### src/rtl/cover_pkg.sv
// cover_pkg: shared mode encodings, scanner FSM states and pipeline flush depth for cover_scan.
package cover_pkg;

    localparam logic [1:0] MODE_UNION = 2'd0;
    localparam logic [1:0] MODE_AND   = 2'd1;
    localparam logic [1:0] MODE_XOR1  = 2'd2;

    localparam int FLUSH_DEPTH = 2;

    typedef enum logic [1:0] {S_IDLE, S_SCAN, S_FLUSH} state_t;

endpackage

### src/rtl/cover_dist.sv
// cover_dist: one circle channel; registers |d|^2 terms and r^2, then compares their sum against r^2.
module cover_dist #(
    parameter int COORD_W = 3,
    parameter int RAD_W   = 4
) (
    input  logic               clk,
    input  logic               rst_n,
    input  logic [COORD_W:0]   x,
    input  logic [COORD_W:0]   y,
    input  logic [COORD_W:0]   cx,
    input  logic [COORD_W:0]   cy,
    input  logic [RAD_W-1:0]   r,
    input  logic               en,
    output logic               hit
);

    localparam int QW = 2*COORD_W + 2;
    localparam int SW = QW + 1;
    localparam int RW = 2*RAD_W;
    localparam int CW = (SW > RW) ? SW : RW;

    logic [COORD_W:0] dx, dy;
    logic [QW-1:0]    dxw, dyw, sx, sy;
    logic [RW-1:0]    r2;
    logic             en_q;

    assign dx  = (x >= cx) ? x - cx : cx - x;
    assign dy  = (y >= cy) ? y - cy : cy - y;
    assign dxw = QW'(dx);
    assign dyw = QW'(dy);

    always_ff @(posedge clk or negedge rst_n) begin
        if (!rst_n) begin
            sx   <= '0;
            sy   <= '0;
            r2   <= '0;
            en_q <= 1'b0;
        end else begin
            sx   <= dxw * dxw;
            sy   <= dyw * dyw;
            r2   <= RW'(r) * RW'(r);
            en_q <= en;
        end
    end

    // Both sides widened so neither the sum nor r^2 can wrap.
    assign hit = en_q && (CW'(sx) + CW'(sy) <= CW'(r2));

endmodule

### src/rtl/cover_scan.sv
// cover_scan: raster-scans the grid, combines NUM_SET circle hits and streams one coverage bit per point.
// Define COVER_COUNT_EN to add the cover_cnt covered-point counter.
module cover_scan import cover_pkg::*; #(
    parameter int COORD_W = 3,
    parameter int NUM_SET = 2,
    parameter int RAD_W   = 4
) (
    input  logic                         clk,
    input  logic                         rst_n,
    input  logic                         start,
    input  logic [1:0]                   mode,
    input  logic [NUM_SET-1:0]           set_en,
    input  logic [NUM_SET*(COORD_W+1)-1:0] center_x,
    input  logic [NUM_SET*(COORD_W+1)-1:0] center_y,
    input  logic [NUM_SET*RAD_W-1:0]     radius,
    output logic                         busy,
    output logic                         table_we,
    output logic [2*COORD_W-1:0]         table_addr,
    output logic                         table_data,
    output logic                         done
`ifdef COVER_COUNT_EN
    ,
    output logic [2*COORD_W:0]           cover_cnt
`endif
);

    localparam int DW = COORD_W + 1;
    localparam int PW = 2*COORD_W;
    localparam logic [PW-1:0] LAST = {PW{1'b1}};
    localparam logic [DW-1:0] ONE  = DW'(1);

    state_t state, nxt;
    logic [PW-1:0]              cnt, a1;
    logic [1:0]                 fcnt;
    logic [1:0]                 mode_q;
    logic [NUM_SET-1:0]         en_q, hits;
    logic [NUM_SET*DW-1:0]      cx_q, cy_q;
    logic [NUM_SET*RAD_W-1:0]   r_q;
    logic [DW-1:0]              x, y;
    logic                       v1, l1, comb_hit, accept;

    always_ff @(posedge clk or negedge rst_n) begin
        if (!rst_n) state <= S_IDLE;
        else        state <= nxt;
    end

    always_comb begin
        nxt    = state;
        busy   = state != S_IDLE;
        accept = 1'b0;
        case (state)
            S_IDLE: begin
                accept = start;
                nxt    = start ? S_SCAN : S_IDLE;
            end
            S_SCAN:  nxt = (cnt == LAST) ? S_FLUSH : S_SCAN;
            S_FLUSH: nxt = (fcnt == 2'(FLUSH_DEPTH - 1)) ? S_IDLE : S_FLUSH;
            default: nxt = S_IDLE;
        endcase
    end

    // Grid coordinates are 1-based; the point counter is {y-1, x-1}.
    assign x = {1'b0, cnt[COORD_W-1:0]} + ONE;
    assign y = {1'b0, cnt[PW-1:COORD_W]} + ONE;

    for (genvar i = 0; i < NUM_SET; i++) begin : g_ch
        cover_dist #(.COORD_W(COORD_W), .RAD_W(RAD_W)) u_dist (
            .clk   (clk),
            .rst_n (rst_n),
            .x     (x),
            .y     (y),
            .cx    (cx_q[i*DW +: DW]),
            .cy    (cy_q[i*DW +: DW]),
            .r     (r_q[i*RAD_W +: RAD_W]),
            .en    (en_q[i]),
            .hit   (hits[i])
        );
    end

    always_comb begin
        comb_hit = (mode_q == MODE_AND)  ? (|en_q && &(hits | ~en_q)) :
                   (mode_q == MODE_XOR1) ? ($countones(hits) == 1) :
                                           |hits;
    end

    always_ff @(posedge clk or negedge rst_n) begin
        if (!rst_n) begin
            cnt        <= '0;
            fcnt       <= '0;
            mode_q     <= '0;
            en_q       <= '0;
            cx_q       <= '0;
            cy_q       <= '0;
            r_q        <= '0;
            v1         <= 1'b0;
            l1         <= 1'b0;
            a1         <= '0;
            table_we   <= 1'b0;
            table_addr <= '0;
            table_data <= 1'b0;
            done       <= 1'b0;
        end else begin
            if (accept) begin
                mode_q <= mode;
                en_q   <= set_en;
                cx_q   <= center_x;
                cy_q   <= center_y;
                r_q    <= radius;
                cnt    <= '0;
            end else if (state == S_SCAN) begin
                cnt <= cnt + PW'(1);
            end
            fcnt       <= (state == S_FLUSH) ? fcnt + 2'd1 : 2'd0;
            v1         <= state == S_SCAN;
            l1         <= state == S_SCAN && cnt == LAST;
            a1         <= cnt;
            table_we   <= v1;
            table_addr <= a1;
            table_data <= v1 && comb_hit;
            done       <= l1;
        end
    end

`ifdef COVER_COUNT_EN
    always_ff @(posedge clk or negedge rst_n) begin
        if (!rst_n)                     cover_cnt <= '0;
        else if (accept)                cover_cnt <= '0;
        else if (table_we && table_data) cover_cnt <= cover_cnt + (PW+1)'(1);
    end
`endif

endmodule

### config.mk
export PLATFORM = sky130hd
export DESIGN_NAME = cover_scan
export DESIGN_NICKNAME = d
export VERILOG_FILES = /design/src/rtl/cover_pkg.sv /design/src/rtl/cover_dist.sv /design/src/rtl/cover_scan.sv
export SDC_FILE = /design/constraint.sdc
export NUM_CORES = 1
export LEC_CHECK = 0
export BUFFER_PORTS_ARGS = -buffer_cell sky130_fd_sc_hd__buf_2
export CAP_MARGIN = 20
export CORE_AREA = 2 2 160 162
export DETAILED_ROUTE_END_ITERATION = 6
export DIE_AREA = 0 0 162 164
export PLACE_DENSITY = 0.5
export SYNTH_ARGS = -nofsm -noshare
export SYNTH_HDL_FRONTEND = slang
export SYNTH_SLANG_ARGS = --single-unit
### constraint.sdc
create_clock -name clk -period 6.8 [get_ports clk]
set_input_delay 0 -clock clk [delete_from_list [all_inputs] [get_ports clk]]
set_output_delay 0 -clock clk [all_outputs]
set_load 0.01 [all_outputs]
# == Yosys cells after proc, flatten, opt, wreduce, memory -nomap -nowiden ==
# Cells that the tools add are included.
# W data, S select, Z words.
# op_classes
addsub,15
mul,6
n_lt_le_gt_ge,6
eq_ne,7
muxes,14
bitwise_logic,2
n_reduce_logical,11
# ops
cell,n
$mul A4 B4 Y8,6
$sub A4 B4 Y4,8
$add A8 B8 Y9,2
$le A9 B8 Y1,2
$ge A4 B4 Y1,4
$mux W4,4
$mux W6,2
$add A3 B1 Y4 const B,2
$eq A2 B1 Y1 const B,4
$add A6 B1 Y6 const B,1
$eq A6 B6 Y1 const B,1
$mux W2,3
$pmux W2 S3,1
$logic_and A1 B1 Y1,5
$eq A2 B2 Y1 const B,2
$mux W1,4
$reduce_bool A2 Y1,2
$reduce_or A2 Y1,2
$add A1 B1 Y2,1
$add A2 B1 Y2 const B,1
$logic_not A2 Y1,1
$not A2 Y2,1
$or A2 B2 Y2,1
$reduce_and A2 Y1,1
# word_totals
ff_bits,105
in_bits,31
out_inout_bits,10
word_cells,84

# == Logic depth before layout (Yosys ltp) ==
# Gate-level depths: netlist of run 1.
# logic_depth
depth_word,8
ltp_mapped,17

# == Hierarchy ==
# A second synthesis of run 1 with hierarchy kept.
# unflattened
cells_unflattened,657
hier_area_um2,6328.6
# modules_own_cells
module,n_inst,cells_per_inst,area_per_inst_um2
cover_dist (g_ch[0].u_dist),1,232,2128.3
cover_dist (g_ch[1].u_dist),1,230,2128.3
cover_scan,1,195,2072.0

# == Worst setup path after synthesis of run 1 ==
# OpenSTA, ideal clock, no wires.
# synth_path
path_type,register -> register
start,register cnt[3]
end,register g_ch[1].u_dist.sy[6]
arrival_time_ns,3.703
required_ns,6.720
slack_ns,3.017
stages_incl_launch_ff,18
n_path_buf,1
cell_sequence,dfrtp_1 -> ha_1 -> xor2_1 -> ha_1 -> buf_2 -> o21ai_0 -> a31oi_1 -> o32ai_2 -> xor2_1 -> nor2_1 -> ha_1 -> xor2_1 -> ha_1 -> ha_1 -> a21o_1 -> a21o_1 -> a21oi_1 -> xnor2_1
# synth_via
elab_chain_len,4
elab_cells_between_ends,6
# synth_rtl
item,line,text
start: declaration,cover_scan.sv:33,"logic [PW-1:0] cnt, a1;"
start signal: assignment,cover_scan.sv:111,cnt <= cnt + PW'(1);
$add A3 B1 Y4 *,cover_scan.sv:64,"assign y = {1'b0, cnt[PW-1:COORD_W]} + ONE;"
$sub A4 B4 Y4 / $ge A4 B4 Y1 (equally long branches),cover_dist.sv:28,assign dy = (y >= cy) ? y - cy : cy - y;
$mux W4 *,cover_dist.sv:28,
$mul A4 B4 Y8 *,cover_dist.sv:40,sy <= dyw * dyw;
end signal: assignment,cover_dist.sv:40,
end: declaration,cover_dist.sv:23,"logic [QW-1:0] dxw, dyw, sx, sy;"
# Mark *: on every way between the ends. The rest lies on a longest branch, timed or not.
# A chain may end at the register's enable or synchronous reset.

# == Worst setup path after layout of run 1 ==
# Same ends and word-level chain as after synthesis.

==> impl_metrics.csv, run 1 <==
group,metric,value,unit
outcome,status,"finished clean",
grt,grt_pass1_vias,4326,
cells_and_area,fillers,2655,
cells_and_area,layout-drive-gt1-share,9.48,%
synthesis,yosys.area.top_type_share,40.3,%
drt,drt_wl_total,13300,microns
worst_setup_path,worstPathArrival,4.46,ns
synthesis,synth_area_per_cell,9.76,sq um
timing,min_period_over_period,61.7,%
worst_setup_path,crit_top_cell,"ha_1",
placed_design,dp_hpwl,10000,microns
synthesis,synthMostInstantiatedCell,"dfrtp_1",
grt,grt_max_degree,58,
timing,tns,0,ns
clock_tree,clock_sinks,99,
worst_setup_path,slowest_stage,"dfrtp_1",
clock_tree,ctsRootBufferMaster,"clkbuf_16",
placed_design,place_ws,2.62,ns
cells_and_area,area_delta_synth_final,18.7,%
worst_setup_path,crit_fanout,8,
worst_setup_path,slowest_delay,0.49,ns
synthesis,synth_area,0.00615,sq mm
min_path,hold_class,"in2async",
clock_tree,cts_made_buffers,9,
grt,grt_usage,10.6,%
timing,drv_slew,0,
run,cap_viol_max_count,0,
drt,avgViaCountPerCell,4.23,
synthesis,syn-num-nets,755,
synthesis,synth_edf_count,0,
clock_tree,cts.clk_slew.worst_paths,0.07,ns
synthesis,synthCells,630,
worst_setup_path,timing.rr.start,"cnt[3]$_DFFE_PN0P_",
clock_tree,cts_max_level,3,
worst_setup_path,crit_family,"adder cells",
timing,setup_viol,0,
drt,vias,4386,
cells_and_area,final_area,0.00730,sq mm
synthesis,ys_warn_count,0,
worst_setup_path,r2r_slack,2.61,ns
floorplanning,placementRows,58,
worst_setup_path,end_kind,"flip-flop",
worst_setup_path,startpoint_type,"flip-flop",
worst_setup_path,crit_type,"reg2reg",
synthesis,ys_ff_latch,99,
worst_setup_path,rr_worst_depth,16,
cells_and_area,antennaDiodeCount,0,
floorplanning,die_area,0.0266,sq mm
timing,worstMarginPinSlew,0.888,ns
worst_setup_path,critPathBufInv,0,
synthesis,yosysTopAreaCell,"dfrtp_1",
grt,grt_overflow,0,
clock_tree,clock_path_buffers,2,
floorplanning,io_pins,41,
clock_tree,post-cts-setup-buffers,0,
drt,dr.first_iter.drc_count,289,
placed_design,dpl_cell_area,0.00674,sq mm
timing,fin_skew,0.00659,ns
timing,fmax,0.238,GHz
synthesis,yosys-top-cells-area,"dfrtp_1 40%, ha_1 17%, nand2_1 4.6%, inv_1 4.2%, fa_1 3.6%",
synthesis,synth_seq_area_share,40.3,%
timing,maxSlewHeadroom,40.8,%
floorplanning,core_area,0.0248,sq mm
floorplanning,initial_core_util,24.8,%
clock_tree,worstSkewPairLatency,0.35,ns
worst_setup_path,required,7.07,ns
placed_design,io_buffers,40,
drt,drc_errors,0,
worst_setup_path,timing.rr.end,"g_ch[1].u_dist.sy[6]$_DFF_PN0_",
drt,ant_nets,0,
synthesis,synth.distinct_cells,52,
grt,antenna_found_initial,0,
clock_tree,cts_tree,"yes",
drt,wire_per_inst,12.8,microns
cells_and_area,nets,827,
synthesis,async_flop_share,100,%
timing,layout_setup_ws,2.61,ns
grt,grt_pass1_wl,22100,microns
synthesis,synthTopCellsByCount,"99 x dfrtp_1, 83 x ha_1, 75 x nand2_1",
floorplanning,die_w,162,microns
drt,drtPass1Iterations,5,
timing,period_minus_slack,4.19,ns
placed_design,gp_congestion,0.821,
timing,hold_viol,0,
timing,rsz0062_at_grt,"false",
synthesis,synth_ff_type,"dfrtp_1",
floorplanning,die_y,164,microns
worst_setup_path,cp_cell_sequence,"ha_1 -> xor2_1 -> ha_1 -> o21ai_0 -> a31oi_1 -> o32ai_2 -> xor2_1 -> nor2_1 -> ha_1 -> xor2_1 -> ha_1 -> ha_1 -> a21o_1 -> a21o_1 -> a21oi_1 -> xnor2_1",
==> sequential cells by signal (all words and copies together) (netlist names), 2 cells and up <==
name              cells
a1                    6
cnt                   6
cx_q                  8
cy_q                  8
en_q                  2
fcnt                  2
g_ch.u_dist.en_q      2
g_ch.u_dist.r2       14
g_ch.u_dist.sx       14
g_ch.u_dist.sy       14
mode_q                2
r_q                   8
state                 2
table_addr            6
==> cell families (layout without fill, tap and decap cells) <==
family | after synthesis | after routing | share of synthesized area [%]
multiplexers | 8 | 8 | 1.53
buffers and inverters | 77 | 154 | 4.72
adder cells (fa/ha/maj) | 94 | 94 | 20.5
AO/OA/AOI/OAI | 125 | 125 | 12.9
flip-flops | 99 | 99 | 40.3
AND/OR/NAND/NOR | 193 | 193 | 15.2
XOR/XNOR | 34 | 34 | 4.84
==> stage by stage <==
stage,util [%],hold slack (ns),std cells
floorplan,-,-0.296,630
global placement,27.1,0.0573,992
detailed placement,27.1,0.0585,992
CTS,29.4,0.222,1037
global route,29.4,0.257,1037
finish,29.4,0.196,1037
==> metal layers <==
| layer | track usage (%) | vias up | part of all wire, % |
|---|---|---|---|
| met4 | 3.02 | 0 | 1.3 |
| met5 | 0 | - | 0 |
| met2 | 15.4 | 71 | 41 |
| met1 | 15.6 | 2039 | 54 |
| li1 | - | 2268 | - |
| met3 | 2.47 | 8 | 3.5 |
==> cell usage in the layout (no fill, tap or decap), drive strengths merged, types with 3 or more instances in the layout <==
cell type / n
o22ai: 3
o21ai: 41
dlygate4sd3: 29
o211ai: 4
nor2b: 18
buf: 41
a211oi: 4
a21oi: 36
ha: 83
nand3: 10
fa: 11
a21o: 11
xnor2: 20
dfrtp: 99
nand2b: 8
nand4: 6
nand4b: 3
nand3b: 5
a31oi: 4
inv: 70
and3: 5
xor2: 14
clkbuf: 11
and2: 16
nor2: 40
clkinv: 3
o21bai: 4
mux2i: 6
nand2: 75
==> worst register-to-register path: cells and delay by family, from the launching register on <==
family,cells,cell delay (ns)
simple gates,1,0.15
fa+ha+maj,5,1.39
flops,1,0.49
xor+xnor,4,0.94
compound gates,6,1.15
==> layout make-up <==
class                   instances  area [sq um]  share of cell area, %
flip-flops and latches         99          2480                   34.0
well taps                     330           413                   5.66
clock inverters                 5          36.3                  0.497
clock buffers                  11           233                   3.19
multi-input cells             454          3380                   46.3
repair buffers                 70           500                   6.86
inverters                      68           255                   3.50
==> what timing repair did <==
item | in CTS | in global routing
hold endpoints to repair | 70 | 0
hold buffers | 29 | 0
gates resized for setup | 0 | 0
==> worst max path at each step <==
stage | start | end | cells past startpoint
after detailed placement | cnt[3]$_DFFE_PN0P_ | g_ch[1].u_dist.sy[6]$_DFF_PN0_ | 16
after floorplan | cnt[3]$_DFFE_PN0P_ | g_ch[1].u_dist.sy[6]$_DFF_PN0_ | 17
final | cnt[3]$_DFFE_PN0P_ | g_ch[1].u_dist.sy[6]$_DFF_PN0_ | 16
after CTS | cnt[3]$_DFFE_PN0P_ | g_ch[1].u_dist.sy[6]$_DFF_PN0_ | 16
after global routing | cnt[3]$_DFFE_PN0P_ | g_ch[1].u_dist.sy[6]$_DFF_PN0_ | 16
after global placement | cnt[3]$_DFFE_PN0P_ | g_ch[1].u_dist.sy[6]$_DFF_PN0_ | 16
Power of run 1 is not shown: default switching activity piles up to over one toggle a cycle in this logic, so the estimate is an artifact.
==> run 2, diff against run 1 <==
ABC_AREA = 1   (was default)
CORE_AREA = 2 2 161 163   (was 2 2 160 162)
DIE_AREA = 0 0 163 165   (was 0 0 162 164)
PLACE_DENSITY = 0.52   (was 0.5)
clock period = 3.5 ns   (was 6.8 ns; I/O delays follow)
==> run 2 against run 1 <==
Compared with the run above:
- area after synthesis grew 0.98%
- global-route usage shrank 0.53 points
- hold slack better by 0.0085 ns
- cell area up 4.0%
- register-to-register slack worse by 2.3 ns
- via count rose by 2.0%
- worst setup slack worse by 2.3 ns
- sequential cell count stayed put
- utilization up 0.91 points
- critical endpoint unchanged
- synthesized cell count is 13% higher
- clock-buffer cell count down 2
- highest routed layer unchanged
- clock skew grew 0.0023 ns
==> impl_metrics.csv, run 2 <==
group,metric,value,unit
outcome,status,"finished clean",
grt,grt_pass1_wl,21300,microns
placed_design,dp_hpwl,9770,microns
synthesis,synth_seq_area_share,39.9,%
timing,drv_slew,0,
clock_tree,cts_tree,"yes",
cells_and_area,final-seq-area,0.00248,sq mm
timing,whs,0.204,ns
grt,grt_usage,10.1,%
synthesis,synthTopCellsByCount,"150 x nand2_1, 117 x inv_1, 99 x dfrtp_1",
placed_design,placedCellCount,1084,
worst_setup_path,critPathBufInv,3,
synthesis,yosys.area_share.adder,20.3,%
synthesis,synthSimpleGateAreaFrac,16.2,%
synthesis,synth_edf_count,0,
synthesis,synth_ff_type,"dfrtp_1",
drt,drt_wl_total,12500,microns
synthesis,synthMuxAreaShare,0,%
synthesis,synth_area,0.00621,sq mm
drt,wire_per_inst,11.1,microns
worst_setup_path,slowest_delay,0.41,ns
worst_setup_path,startpoint_type,"flip-flop",
timing,period_minus_slack,3.23,ns
timing,min_period_over_period,92.4,%
floorplanning,die_area,0.0269,sq mm
grt,grt_max_degree,55,
synthesis,synth-xor-area-share,5.64,%
cells_and_area,top_regs,"g_ch.u_dist.r2 (14), g_ch.u_dist.sx (14), g_ch.u_dist.sy (14)",
floorplanning,initial_core_util,24.8,%
cells_and_area,antennaDiodeCount,0,
synthesis,async_flop_share,100,%
min_path,hold_class,"in2reg",
worst_setup_path,cp_cell_sequence,"ha_4 -> buf_4 -> ha_1 -> nand2_1 -> o21ai_2 -> a21oi_4 -> inv_2 -> nand2_4 -> nand2_4 -> nor2_4 -> ha_1 -> xor2_1 -> ha_1 -> ha_1 -> inv_1 -> nand2_1 -> nand2_1 -> nand2_1 -> a21oi_1 -> xnor2_1",
placed_design,io_buffers,40,
timing,rsz0062_at_grt,"true",
cells_and_area,layout_common_cells,"150 x nand2_1, 115 x inv_1, 99 x dfrtp_1, 79 x ha_1, 48 x nor2_1",
clock_tree,cts_made_buffers,9,
drt,vias,4472,
drt,drc_errors,0,
cells_and_area,area_delta_synth_final,22.2,%
clock_tree,ctsRootBufferMaster,"clkbuf_16",
floorplanning,placementRows,58,
drt,ant_nets,0,
drt,dr.first_iter.drc_count,179,
timing,setup_viol,0,
floorplanning,die_y,165,microns
synthesis,yosys-top-cells-area,"dfrtp_1 40%, ha_1 17%, nand2_1 9.1%, inv_1 7.1%, o21ai_0 3.6%",
worst_setup_path,required,3.77,ns
worst_setup_path,worstPathArrival,3.50,ns
synthesis,synthCells,714,
clock_tree,clock_path_buffers,2,
worst_setup_path,slowest_stage,"dfrtp_1",
synthesis,synth_top_family_by_area,"adder cells",
synthesis,syn-num-nets,839,
run,cap_viol_max_count,0,
timing,fmax,0.309,GHz
worst_setup_path,crit_fanout,5,
clock_tree,worstSkewPairLatency,0.35,ns
synthesis,yosys.area.top_type_share,39.9,%
drt,drtPass1Iterations,4,
synthesis,synth.distinct_cells,39,
worst_setup_path,crit_family,"adder cells",
clock_tree,clock_sinks,99,
clock_tree,cts.clk_slew.worst_paths,0.07,ns
timing,maxSlewHeadroom,52.9,%
drt,avgViaCountPerCell,3.95,
timing,hold_viol,0,
floorplanning,die_w,163,microns
grt,grt_overflow,0,
cells_and_area,layout-drive-gt1-share,14.0,%
synthesis,synthMostInstantiatedCell,"nand2_1",
timing,fin_skew,0.00891,ns
worst_setup_path,crit_type,"reg2reg",
floorplanning,core_area,0.0250,sq mm
cells_and_area,mostFrequentLayoutCell,"nand2_1",
synthesis,ys_warn_count,0,
synthesis,yosysTopAreaCell,"dfrtp_1",
clock_tree,cts_max_level,3,
cells_and_area,nets,921,
synthesis,synth_area_per_cell,8.70,sq um
cells_and_area,multi_input_area,0.00330,sq mm
grt,antenna_found_initial,0,
placed_design,gp_congestion,0.781,
grt,grt_pass1_vias,4377,
synthesis,synth_compound_gate_area_share,9.61,%
cells_and_area,instances_no_fill,1131,
synthesis,ys_ff_latch,99,
timing,worstMarginPinSlew,0.706,ns
worst_setup_path,end_kind,"flip-flop",
floorplanning,io_pins,41,
cells_and_area,fillers,2671,
run 2: cell count changes after synthesis, moves of 10 or more:
cell     delta
and2_1     -16
xor2_1     +10
nor2b_1    -17
nand3_1    +11
inv_1      +49
nand2_1    +75
nor2_1     +12
run 2: final timing paths:
check	to	depth (start not counted)	from	slack [ns]
worst max-delay path	g_ch[1].u_dist.sy[6]$_DFF_PN0_	20	cnt[3]$_DFFE_PN0P_	0.27
worst min-delay path	r_q[7]$_DFFE_PN0P_	4	start	0.20
worst max register to register	g_ch[1].u_dist.sy[6]$_DFF_PN0_	20	cnt[3]$_DFFE_PN0P_	0.27
worst min register to register	table_addr[0]$_DFF_PN0_	0	a1[0]$_DFF_PN0_	0.35
max in group asynchronous	table_addr[3]$_DFF_PN0_	3	rst_n	2.44
min in group asynchronous	cx_q[7]$_DFFE_PN0P_	2	rst_n	0.26
run 2: cells by family after synthesis:
kind of cell	after synthesis
buf+inv	136
xor+xnor	40
compound gates	102
fa+ha+maj	94
flops	99
simple gates	243
run 2: what timing repair did:
action / in CTS / in global routing
gates resized for setup: 0 / 19
hold endpoints to repair: 80 / 0
hold buffers: 29 / 0
endpoints found under the setup margin: 0 / 4
setup buffers: 0 / 2
run 2: routing by layer:
layer  global-route usage (%)  vias up  routed length (microns)
li1                         -     2417                        -
met1                     14.4     1988                     6850
met2                     15.0       55                     5100
met4                     2.90        0                      149
met3                     2.36       12                      420
met5                        0        -                        0
run 2: final cells by class:
class,instances,area share (%)
clock buffers,9,2.97
clock inverters,7,1.53
inverters,126,6.28
multi-input cells,479,43.5
flip-flops and latches,99,32.6
well taps,330,5.44
repair buffers,81,7.68
run 2: through the flow:
step | util [%] | setup WS [ns] | setup TNS (ns) | instance area, sq um
after detailed placement | 27.4 | 0.0956 | 0 | 6850
after CTS | 29.9 | 0.0759 | 0 | 7480
final | 30.3 | 0.266 | 0 | 7590
after floorplan | - | 0.203 | 0 | 6210
after global routing | 30.3 | -0.00402 | -0.00402 | 7590
after global placement | 27.4 | 0.194 | 0 | 6850
run 2: tightest hold or removal path, stage by stage:
cell,delay [ns]
buf_2,0.08
nand2_1,0.25
nand2_1,0.13
nand2_1,0.05
Power of run 2 is left out for the same reason.
==> run 3, diff against run 2 <==
ABC_AREA = default   (was 1)
CORE_AREA = 2 2 160 162   (was 2 2 161 163)
DIE_AREA = 0 0 162 164   (was 0 0 163 165)
PLACE_DENSITY = default   (was 0.52)
PLACE_DENSITY_LB_ADDON = 0.3   (was default)
==> run 3 against run 2 <==
Compared with the run above:
- clock skew up 0.00097 ns
- first-iteration DRC count increased by 40%
- critical path type unchanged
- routed wire length is 6.7% higher
- fmax decreased by 2.9%
- non-clock buffer count increased by 15
- critical path depth fell by 7
- register-to-register slack got worse by 0.097 ns
- hold slack better by 0.066 ns
- sequential cell count unchanged
- sequential share of layout area down 0.28 points
- cell area up 0.92%
- utilization is 0.55 points higher
==> impl_metrics.csv, run 3 (synthesized netlist as in run 1, its figures left out) <==
group,metric,value,unit
worst_setup_path,required,3.75,ns
worst_setup_path,rr_worst_depth,13,
worst_setup_path,endpoint,"g_ch[1].u_dist.sx[6]$_DFF_PN0_",
worst_setup_path,worstPathArrival,3.58,ns
drt,vias,4450,
floorplanning,die_w,162,microns
cells_and_area,antennaDiodeCount,0,
timing,setup_viol,0,
timing,fmax,0.300,GHz
grt,grt_usage,10.7,%
floorplanning,die_y,164,microns
placed_design,gp_congestion,0.760,
timing,period_minus_slack,3.33,ns
outcome,status,"finished clean",
timing,hold_viol,0,
worst_setup_path,end_kind,"flip-flop",
clock_tree,worstSkewPairLatency,0.36,ns
clock_tree,cts.clk_slew.worst_paths,0.08,ns
worst_setup_path,timing.rr.end,"g_ch[1].u_dist.sx[6]$_DFF_PN0_",
min_path,hold_class,"in2async",
cells_and_area,final-seq-area,0.00248,sq mm
clock_tree,clock_sinks,99,
timing,drv_slew,0,
timing,maxSlewHeadroom,43.0,%
worst_setup_path,timing.rr.start,"cnt[1]$_DFFE_PN0P_",
grt,antenna_found_initial,0,
worst_setup_path,crit_fanout,6,
timing,fin_skew,0.00989,ns
grt,grt_max_degree,64,
worst_setup_path,crit_type,"reg2reg",
cells_and_area,mostFrequentLayoutCell,"dfrtp_1",
grt,grt_pass1_vias,4366,
cells_and_area,layout_common_cells,"98 x dfrtp_1, 77 x ha_1, 75 x nand2_1, 68 x inv_1",
timing,min_period_over_period,95.2,%
drt,wire_per_inst,12.6,microns
clock_tree,cts_made_buffers,9,
floorplanning,core_area,0.0248,sq mm
worst_setup_path,r2r_slack,0.17,ns
drt,drt_wl_total,13400,microns
clock_tree,cts_tree,"yes",
cells_and_area,area_delta_synth_final,24.6,%
worst_setup_path,startpoint_type,"flip-flop",
cells_and_area,fillers,2611,
floorplanning,initial_core_util,24.8,%
drt,ant_nets,0,
clock_tree,clock_path_buffers,2,
placed_design,io_buffers,40,
cells_and_area,multi_input_area,0.00351,sq mm
floorplanning,die_area,0.0266,sq mm
placed_design,placedCellCount,1014,
cells_and_area,instances_no_fill,1063,
cells_and_area,layout-drive-gt1-share,16.2,%
floorplanning,io_pins,41,
floorplanning,placementRows,58,
clock_tree,cts_max_level,3,
drt,avgViaCountPerCell,4.19,
cells_and_area,top_regs,"g_ch.u_dist.r2 (14), g_ch.u_dist.sx (14), g_ch.u_dist.sy (14)",
run,cap_viol_max_count,0,
timing,tns,0,ns
worst_setup_path,worstSetupStartpoint,"cnt[1]$_DFFE_PN0P_",
drt,drtPass1Iterations,4,
cells_and_area,nets,853,
timing,worstMarginPinSlew,0.855,ns
grt,grt_pass1_wl,22000,microns
drt,dr.first_iter.drc_count,251,
grt,grt_overflow,0,
clock_tree,ctsRootBufferMaster,"clkbuf_16",
drt,drc_errors,0,
placed_design,dp_hpwl,10100,microns
==> run 3: layout make-up <==
class                      instances  area share, %
clock buffer                       9           2.94
timing repair buffer              96           9.13
multi-input combinational        454           45.8
sequential                        99           32.4
tap                              330           5.39
inverter                          68           3.33
clock inverter                     7           1.01
==> run 3: metal layers <==
layer | share of wire, % | vias to the layer above | track usage [%]
met3 | 5.1 | 13 | 2.45
met4 | 1.5 | 0 | 3.34
met5 | 0 | - | 0
li1 | - | 2321 | -
met1 | 52 | 2049 | 15.7
met2 | 41 | 67 | 15.4
==> run 3: repair_timing <==
item / 4_1_cts / 5_1_grt
setup endpoints to repair: 1 / 5
setup buffers: 0 / 4
pin swaps: 0 / 9
resized for setup: 1 / 20
hold buffers: 29 / 0
endpoints found under the hold margin: 89 / 0
==> run 3: how the worst min path moves through the flow <==
stage                             from                              to
after floorplan                  rst_n                 a1[0]$_DFF_PN0_
after global placement           rst_n  g_ch[1].u_dist.r2[5]$_DFF_PN0_
after detailed placement         rst_n             cx_q[5]$_DFFE_PN0P_
after CTS                        rst_n             cx_q[5]$_DFFE_PN0P_
after global routing      l1$_DFF_PN0_                  done$_DFF_PN0_
final                            rst_n             cx_q[5]$_DFFE_PN0P_
==> run 3: critical path: stages (launching register included) <==
cell      delay (ns)
dfrtp_1         0.41
buf_4           0.17
and3_2          0.25
ha_1            0.32
and2_1          0.18
a221o_1         0.34
mux2_4          0.35
nand2b_4        0.15
or2_1           0.27
fa_2            0.41
inv_1           0.06
a21o_1          0.10
a21oi_1         0.07
xor2_1          0.14
==> run 3: through the flow <==
stage	hold WS (ns)	setup slack [ns]	utilization (%)	instance area, sq um
floorplan	-0.296	-0.0748	-	6190
global placement	0.166	0.0763	28.0	6940
finish	0.270	0.169	30.9	7660
global route	0.357	-0.0190	30.9	7660
CTS	0.313	0.00593	30.4	7540
detailed placement	0.167	0.00251	28.0	6940
Power of run 3 is left out for the same reason.
